--- src/rtl/tictactoe_pkg.sv ---
// Shared types and constants for the tic-tac-toe play-field logic.
package tictactoe_pkg;

  localparam int NUM_CELLS = 9;

  typedef logic [3:0] cell_t;
  localparam cell_t CELL_NONE = 4'hF;

  typedef enum logic [1:0] {
    ST_IDLE = 2'd0,
    ST_PLAY = 2'd1,
    ST_DONE = 2'd2
  } state_t;

  typedef enum logic {
    PLAYER_X = 1'b0,
    PLAYER_O = 1'b1
  } player_t;

  // One-hot mask of a cell; all-zero for CELL_NONE or any out-of-range index.
  function automatic logic [NUM_CELLS-1:0] cell_mask(input cell_t c);
    logic [NUM_CELLS-1:0] m;
    m = '0;
    if (c < cell_t'(NUM_CELLS)) m[c] = 1'b1;
    return m;
  endfunction

endpackage

--- src/rtl/free_cell_search.sv ---
// Combinational search for the nearest unoccupied cell after i_cell, in either
// direction with wrap-around; i_cell itself is never returned.
module free_cell_search
  import tictactoe_pkg::*;
(
  input  logic [NUM_CELLS-1:0] i_occupancy,
  input  cell_t                i_cell,
  input  logic                 i_dir_fwd,
  output cell_t                o_next_cell,
  output logic                 o_found
);

  logic [4:0] w_idx;

  always_comb begin
    o_next_cell = i_cell;
    o_found     = 1'b0;
    w_idx       = '0;
    // Backward steps are taken as forward steps of NUM_CELLS-k, modulo NUM_CELLS.
    for (int k = 1; k < NUM_CELLS; k++) begin
      w_idx = i_dir_fwd ? (5'(i_cell) + 5'(k)) : (5'(i_cell) + 5'(NUM_CELLS - k));
      if (w_idx >= 5'(NUM_CELLS)) w_idx = w_idx - 5'(NUM_CELLS);
      if (!o_found && (w_idx < 5'(NUM_CELLS)) && !i_occupancy[w_idx[3:0]]) begin
        o_found     = 1'b1;
        o_next_cell = w_idx[3:0];
      end
    end
  end

endmodule

--- src/rtl/cursor_turn_ctrl.sv ---
// Cursor/turn sequencer for the tic-tac-toe field: button edges move the cursor,
// commit marks and alternate players. Optional cursor blink via CURSOR_BLINK_EN.
module cursor_turn_ctrl
  import tictactoe_pkg::*;
#(
  parameter int BLINK_CYCLES = 12_500_000
) (
  input  logic       clk,
  input  logic       rst_n,
  input  logic       start,
  input  logic       btn_next,
  input  logic       btn_prev,
  input  logic       btn_sel,
  input  logic       game_over,
  output logic [3:0] move,
  output logic       cursor_en,
  output logic       player,
  output logic [8:0] board_x,
  output logic [8:0] board_o,
  output logic       place_valid,
  output logic [3:0] place_cell,
  output logic       state_done
);

  if (BLINK_CYCLES < 2) begin : g_bad_blink
    $error("BLINK_CYCLES must be at least 2");
  end

  state_t     r_state, w_state_next;
  cell_t      r_move, w_move_next, r_place_cell, w_place_cell_next;
  player_t    r_player, w_player_next;
  logic [8:0] r_board_x, w_board_x_next, r_board_o, w_board_o_next;
  logic       r_place_valid, w_place_valid_next, r_state_done, r_cursor_en;
  logic       r_next_d, r_prev_d, r_sel_d;
  logic       w_next_rise, w_prev_rise, w_sel_rise;
  logic [8:0] w_occupied, w_move_mask, w_search_occ;
  logic       w_cell_free, w_act_ok, w_do_sel, w_do_next, w_do_prev, w_restart;
  cell_t      w_found_cell;
  logic       w_found;

  assign w_next_rise = btn_next & ~r_next_d;
  assign w_prev_rise = btn_prev & ~r_prev_d;
  assign w_sel_rise  = btn_sel  & ~r_sel_d;

  assign w_occupied  = r_board_x | r_board_o;
  assign w_move_mask = cell_mask(r_move);
  assign w_cell_free = (|w_move_mask) && !(|(w_occupied & w_move_mask));

  // A select edge claims the cycle even when it lands on an occupied cell.
  assign w_act_ok  = (r_state == ST_PLAY) && !game_over;
  assign w_do_sel  = w_act_ok && w_sel_rise && w_cell_free;
  assign w_do_next = w_act_ok && !w_sel_rise && w_next_rise;
  assign w_do_prev = w_act_ok && !w_sel_rise && !w_next_rise && w_prev_rise;
  assign w_restart = (r_state != ST_PLAY) && start;

  // After a placement, search with the new mark already counted as occupied.
  assign w_search_occ = w_do_sel ? (w_occupied | w_move_mask) : w_occupied;

  free_cell_search u_search (
    .i_occupancy (w_search_occ),
    .i_cell      (r_move),
    .i_dir_fwd   (!w_do_prev),
    .o_next_cell (w_found_cell),
    .o_found     (w_found)
  );

  always_ff @(posedge clk) begin
    if (!rst_n) r_state <= ST_IDLE;
    else        r_state <= w_state_next;
  end

  always_comb begin
    w_state_next = r_state;
    case (r_state)
      ST_IDLE, ST_DONE: if (start) w_state_next = ST_PLAY;
      ST_PLAY: begin
        if (game_over)                w_state_next = ST_DONE;
        else if (w_do_sel && !w_found) w_state_next = ST_DONE;
      end
      default: w_state_next = ST_IDLE;
    endcase
  end

  always_comb begin
    w_move_next        = r_move;
    w_player_next      = r_player;
    w_board_x_next     = r_board_x;
    w_board_o_next     = r_board_o;
    w_place_valid_next = 1'b0;
    w_place_cell_next  = r_place_cell;
    if (w_restart) begin
      w_move_next    = cell_t'(0);
      w_player_next  = PLAYER_X;
      w_board_x_next = '0;
      w_board_o_next = '0;
    end else if (w_do_sel) begin
      if (r_player == PLAYER_O) w_board_o_next = r_board_o | w_move_mask;
      else                      w_board_x_next = r_board_x | w_move_mask;
      w_player_next      = (r_player == PLAYER_O) ? PLAYER_X : PLAYER_O;
      w_place_valid_next = 1'b1;
      w_place_cell_next  = r_move;
      w_move_next        = w_found_cell;
    end else if ((w_do_next || w_do_prev) && w_found) begin
      w_move_next = w_found_cell;
    end
    if (w_state_next == ST_DONE) w_move_next = CELL_NONE;
  end

  always_ff @(posedge clk) begin
    if (!rst_n) begin
      r_move        <= CELL_NONE;
      r_player      <= PLAYER_X;
      r_board_x     <= '0;
      r_board_o     <= '0;
      r_place_valid <= 1'b0;
      r_place_cell  <= CELL_NONE;
      r_state_done  <= 1'b0;
      r_next_d      <= 1'b0;
      r_prev_d      <= 1'b0;
      r_sel_d       <= 1'b0;
    end else begin
      r_move        <= w_move_next;
      r_player      <= w_player_next;
      r_board_x     <= w_board_x_next;
      r_board_o     <= w_board_o_next;
      r_place_valid <= w_place_valid_next;
      r_place_cell  <= w_place_cell_next;
      r_state_done  <= (w_state_next == ST_DONE);
      r_next_d      <= btn_next;
      r_prev_d      <= btn_prev;
      r_sel_d       <= btn_sel;
    end
  end

`ifdef CURSOR_BLINK_EN
  localparam int BLINK_W = $clog2(BLINK_CYCLES);
  localparam logic [BLINK_W-1:0] BLINK_LAST = BLINK_W'(BLINK_CYCLES - 1);
  logic [BLINK_W-1:0] r_blink_cnt;

  // Blink phase restarts (visible) on PLAY entry and whenever the cursor moves.
  always_ff @(posedge clk) begin
    if (!rst_n || (w_state_next != ST_PLAY)) begin
      r_blink_cnt <= '0;
      r_cursor_en <= 1'b0;
    end else if ((r_state != ST_PLAY) || (w_move_next != r_move)) begin
      r_blink_cnt <= '0;
      r_cursor_en <= 1'b1;
    end else if (r_blink_cnt == BLINK_LAST) begin
      r_blink_cnt <= '0;
      r_cursor_en <= ~r_cursor_en;
    end else begin
      r_blink_cnt <= r_blink_cnt + 1'b1;
    end
  end
`else
  always_ff @(posedge clk) begin
    if (!rst_n) r_cursor_en <= 1'b0;
    else        r_cursor_en <= (w_state_next == ST_PLAY);
  end
`endif

  assign move        = r_move;
  assign cursor_en   = r_cursor_en;
  assign player      = r_player;
  assign board_x     = r_board_x;
  assign board_o     = r_board_o;
  assign place_valid = r_place_valid;
  assign place_cell  = r_place_cell;
  assign state_done  = r_state_done;

endmodule
--- config.mk ---
export PLATFORM = sky130hd
export DESIGN_NAME = cursor_turn_ctrl
export DESIGN_NICKNAME = d
export VERILOG_FILES = /design/src/rtl/tictactoe_pkg.sv /design/src/rtl/free_cell_search.sv /design/src/rtl/cursor_turn_ctrl.sv
export SDC_FILE = /design/constraint.sdc
export NUM_CORES = 1
export LEC_CHECK = 0
export ABC_CLOCK_PERIOD_IN_PS = 7500
export CORE_UTILIZATION = 50
export DETAILED_ROUTE_END_ITERATION = 10
export GPL_TIMING_DRIVEN = 0
export PLACE_DENSITY_LB_ADDON = 0.15
export SETUP_SLACK_MARGIN = 0.02
export SLEW_MARGIN = 20
export SYNTH_ARGS = -nofsm -noshare
export SYNTH_HDL_FRONTEND = slang
export SYNTH_SLANG_ARGS = --single-unit
--- constraint.sdc ---
create_clock -name clk -period 7.5 [get_ports clk]
set_input_delay 1.5 -clock clk [delete_from_list [all_inputs] [get_ports clk]]
set_output_delay 1.5 -clock clk [all_outputs]
set_load 0.01 [all_outputs]
==> impl_metrics.toml, run 1 <==
[run_status]
status = "completed"

[global_route]
first_global_vias = 6043
gr-total-overflow = 0
grt_antenna_before_repair = 0
grt_max_degree = 15
grt_use_total_pct = 37.8
grt_pass1_wl_mm = 33.7

[routing]
drt-total-wl_mm = 22.0
antenna_left = 0
drc_errors = 0
dr.pass1.iters = 7
via_per_inst = 7.11
drt_iter0_drc = 1061
wl_per_cell_um = 23.2
vias = 6723

[place]
port_buffers = 36
place_inst = 937
place_hpwl_mm = 16.9
gp_congestion = 1.07
dpl_cell_area_um2 = 6110

[layout]
stdcell_area_um2 = 6210
stdcell_count = 945
antenna_cells = 0
regArea_um2 = 701
area_growth_pct = 11.5
fillCellCount = 1042
final_nets = 831
multiInputGateArea_um2 = 4600
drive_gt1_share_pct = 11.7

[power_and_ir_drop]
switching_share_pct = 55.6
ir_worst_vdd_mv = 0.156
pwr-share-seq_pct = 13.9
power_frac_clock_pct = 9.6
pwr-share-comb_pct = 76.6
leakage_uw = 0.00229
intPower_uw = 643
power_density_nw_per_um2 = 233
switchingPower_uw = 804

[yosys]
synth_flop_cell = "dfxtp_1"
synth_fp_nets = 788
yosysUniqueCellTypes = 106
ys_async_sr_fraction_pct = 0
syn_area_um2 = 5570
synth_edf_count = 0
netlist_instances = 761
synthMuxAreaShare_pct = 11.0
yosys_warnings = 0
ys_ff_latch = 35
yosys.area_share.adder_pct = 4.49
synth_compound_area_share_pct = 34.5
synth_area_leaders = "dfxtp_1 (13%), mux2i_1 (7.7%), nor2_1 (4.7%)"
synth_top_area_share_pct = 12.6
yosysSeqAreaShare_pct = 12.6
synthXorXnorAreaFrac_pct = 3.12
synth.avg_cell_area_um2 = 7.32
synthSimpleGateAreaFrac_pct = 29.0
yosys.area.top_type = "dfxtp_1"
synth_top_family_by_area = "compound AO/OA/AOI/OAI gates"

[clock_tree]
cts.clk_slew.worst_paths_ns = 0.08
cts_setup_buffers = 0
cts_buffers = 5
cts_tree = "built"
clock-sinks = 35
clockBufferDepth = 2
root_buffer = "clkbuf_8"
clock_latency_ns = 0.30
cts_htree_levels = 2

[sta]
period_minus_slack_ns = 7.22
rsz0062_at_grt = "false"
hold_viol_final = 0
finalSetupViolCount = 0
finalCritPeriodShare_pct = 96.3
maxSlewHeadroom_pct = 23.9
fin_skew_ns = 0.00651
fmax_mhz = 138
report.final.slew_viol_count = 0
hold_slack_ns = 0.473
worst_pin_slew_ns = 1.14

[die]
ios = 37
coreArea_um2 = 10800
initial_core_util_pct = 51.4
die_area_um2 = 11600
die_x_um = 108
die_h_um = 108
rows = 38

[setup_path]
start_kind = "primary input"
crit_path_end_kind = "flip-flop"
critPathMaxFanout = 10
worst-endpoint-arrival_ns = 7.40
crit_type = "primary input to flip-flop"
required_ns = 7.67

[flow_run]
cap_violations = 0

[worst_hold_path]
hp-class = "flip-flop to flip-flop"
power by group through the flow:
stage               registers [uW]  logic [uW]  clock network, uW
finish                         201        1110                138
global route                   201        1170                148
CTS                            200        1050                139
detailed placement             205        1040                  0
global placement               204        1030                  0
floorplan                      202         770                  0
placed cells by master, fill, tap and decap left out, types with 10 or more instances in the layout:
cell type,instances
clkdlybuf4s50_1,36
and2_1,10
nand3_1,30
inv_1,11
a31oi_1,29
ha_1,20
o21ai_0,47
xnor2_1,13
mux2i_1,43
nor2b_1,13
o211ai_1,16
dfxtp_1,35
a21oi_1,45
or2_2,11
nand2_1,56
a211oi_1,15
mux2_2,10
nor3_1,29
buf_2,10
clkbuf_1,32
nor2_1,70
and3_1,14
flip-flops by register name, summed over array words and instances (netlist names):
register     flops
r_prev_d         1
player           1
place_cell       4
r_sel_d          1
board_x          9
cursor_en        1
board_o          9
place_valid      1
state_done       1
move             4
r_next_d         1
r_state          2
final cells by class:
cell class                 count  area share [%]
buffer                        49            3.87
clock buffer                   7            1.23
clock inverter                 1          0.0805
inverter                      14           0.846
multi-input combinational    663            74.1
sequential                    35            11.3
tap                          140            2.82
timing repair buffer          36            5.80
worst max-delay path, cell delays in order:
cell and delay [ns]:
clkdlybuf4s50_1 0.49, or3b_4 0.46, nor4_4 0.44, buf_6 0.25, buf_8 0.17, buf_8 0.16
a21o_1 0.23, inv_2 0.10, ha_1 0.23, or3_1 0.37, a41oi_1 0.26, a21oi_1 0.16
nor4_2 0.43, nand4bb_1 0.18, buf_2 0.22, o211ai_1 0.13, a221oi_1 0.37, o211ai_1 0.16
a21boi_2 0.23, o21a_1 0.20, o2111ai_1 0.18, nor4b_2 0.34, o21ai_1 0.11
synthesized netlist by cell type, types with 6 or more instances:
| cell type | n |
|---|---|
| o21ai_0 | 47 |
| a211oi_1 | 16 |
| mux2i_1 | 43 |
| clkbuf_1 | 32 |
| and2_1 | 10 |
| nor2b_1 | 13 |
| buf_2 | 10 |
| nor2_1 | 70 |
| a21oi_1 | 45 |
| dfxtp_1 | 35 |
| nor3_1 | 29 |
| o31ai_1 | 6 |
| nand2b_1 | 9 |
| a31oi_1 | 29 |
| or2_2 | 11 |
| mux2_2 | 10 |
| ha_1 | 20 |
| nand2_1 | 56 |
| o211ai_1 | 16 |
| nor3b_1 | 9 |
| and3_1 | 14 |
| inv_1 | 11 |
| o21a_1 | 9 |
| xnor2_1 | 13 |
| nand3_1 | 30 |
worst paths after layout:
path | from | to | slack (ns) | cells past startpoint
max | game_over | move[3]$_SDFFE_PP1P_ | 0.28 | 23
min | place_cell[0]$_SDFFE_PN1P_ | place_cell[0]$_SDFFE_PN1P_ | 0.47 | 2
max reg2reg | move[0]$_SDFFE_PP1P_ | move[1]$_SDFFE_PP1P_ | 0.57 | 23
min reg2reg | place_cell[0]$_SDFFE_PN1P_ | place_cell[0]$_SDFFE_PN1P_ | 0.47 | 2
stage by stage:
| step | worst slack, ns | TNS (ns) | total power (uW) | utilization (%) |
|---|---|---|---|---|
| 6_report | 0.276 | 0 | 1450 | 57.3 |
| 5_1_grt | 0.0261 | 0 | 1520 | 57.3 |
| 4_1_cts | 0.0545 | 0 | 1390 | 57.2 |
| 3_5_place_dp | -0.256 | -0.349 | 1250 | 56.4 |
| 3_3_place_gp | -0.297 | -0.358 | 1230 | 56.4 |
| 2_1_floorplan | 1.58 | 0 | 972 | - |
timing repair:
action,CTS,global route
setup endpoints to repair,0,4
gates resized for setup,0,7
hold buffers,0,0
metal layers:
layer / global-route usage, % / part of all wire (%) / vias up
li1: - / - / 3015
met1: 54.6 / 43 / 3142
met2: 54.7 / 41 / 489
met3: 8.11 / 12 / 77
met4: 13.0 / 3.6 / 0
met5: 0 / 0 / -
kinds of logic after synthesis:
family,count (synthesis)
adders and majority gates,20
DFF,35
and+or+nand+nor,302
xor gates and xnor gates,19
buffers and inverters,63
muxes,57
AOI/OAI and AO/OA,265
No activity file was read; power rests on OpenSTA's default activity.
==> inputs of run 2 (changes only) <==
- CTS_CLUSTER_DIAMETER: not set -> 120
==> results of run 2 <==
Final layout, timing and power as in run 1 (identical DEF).
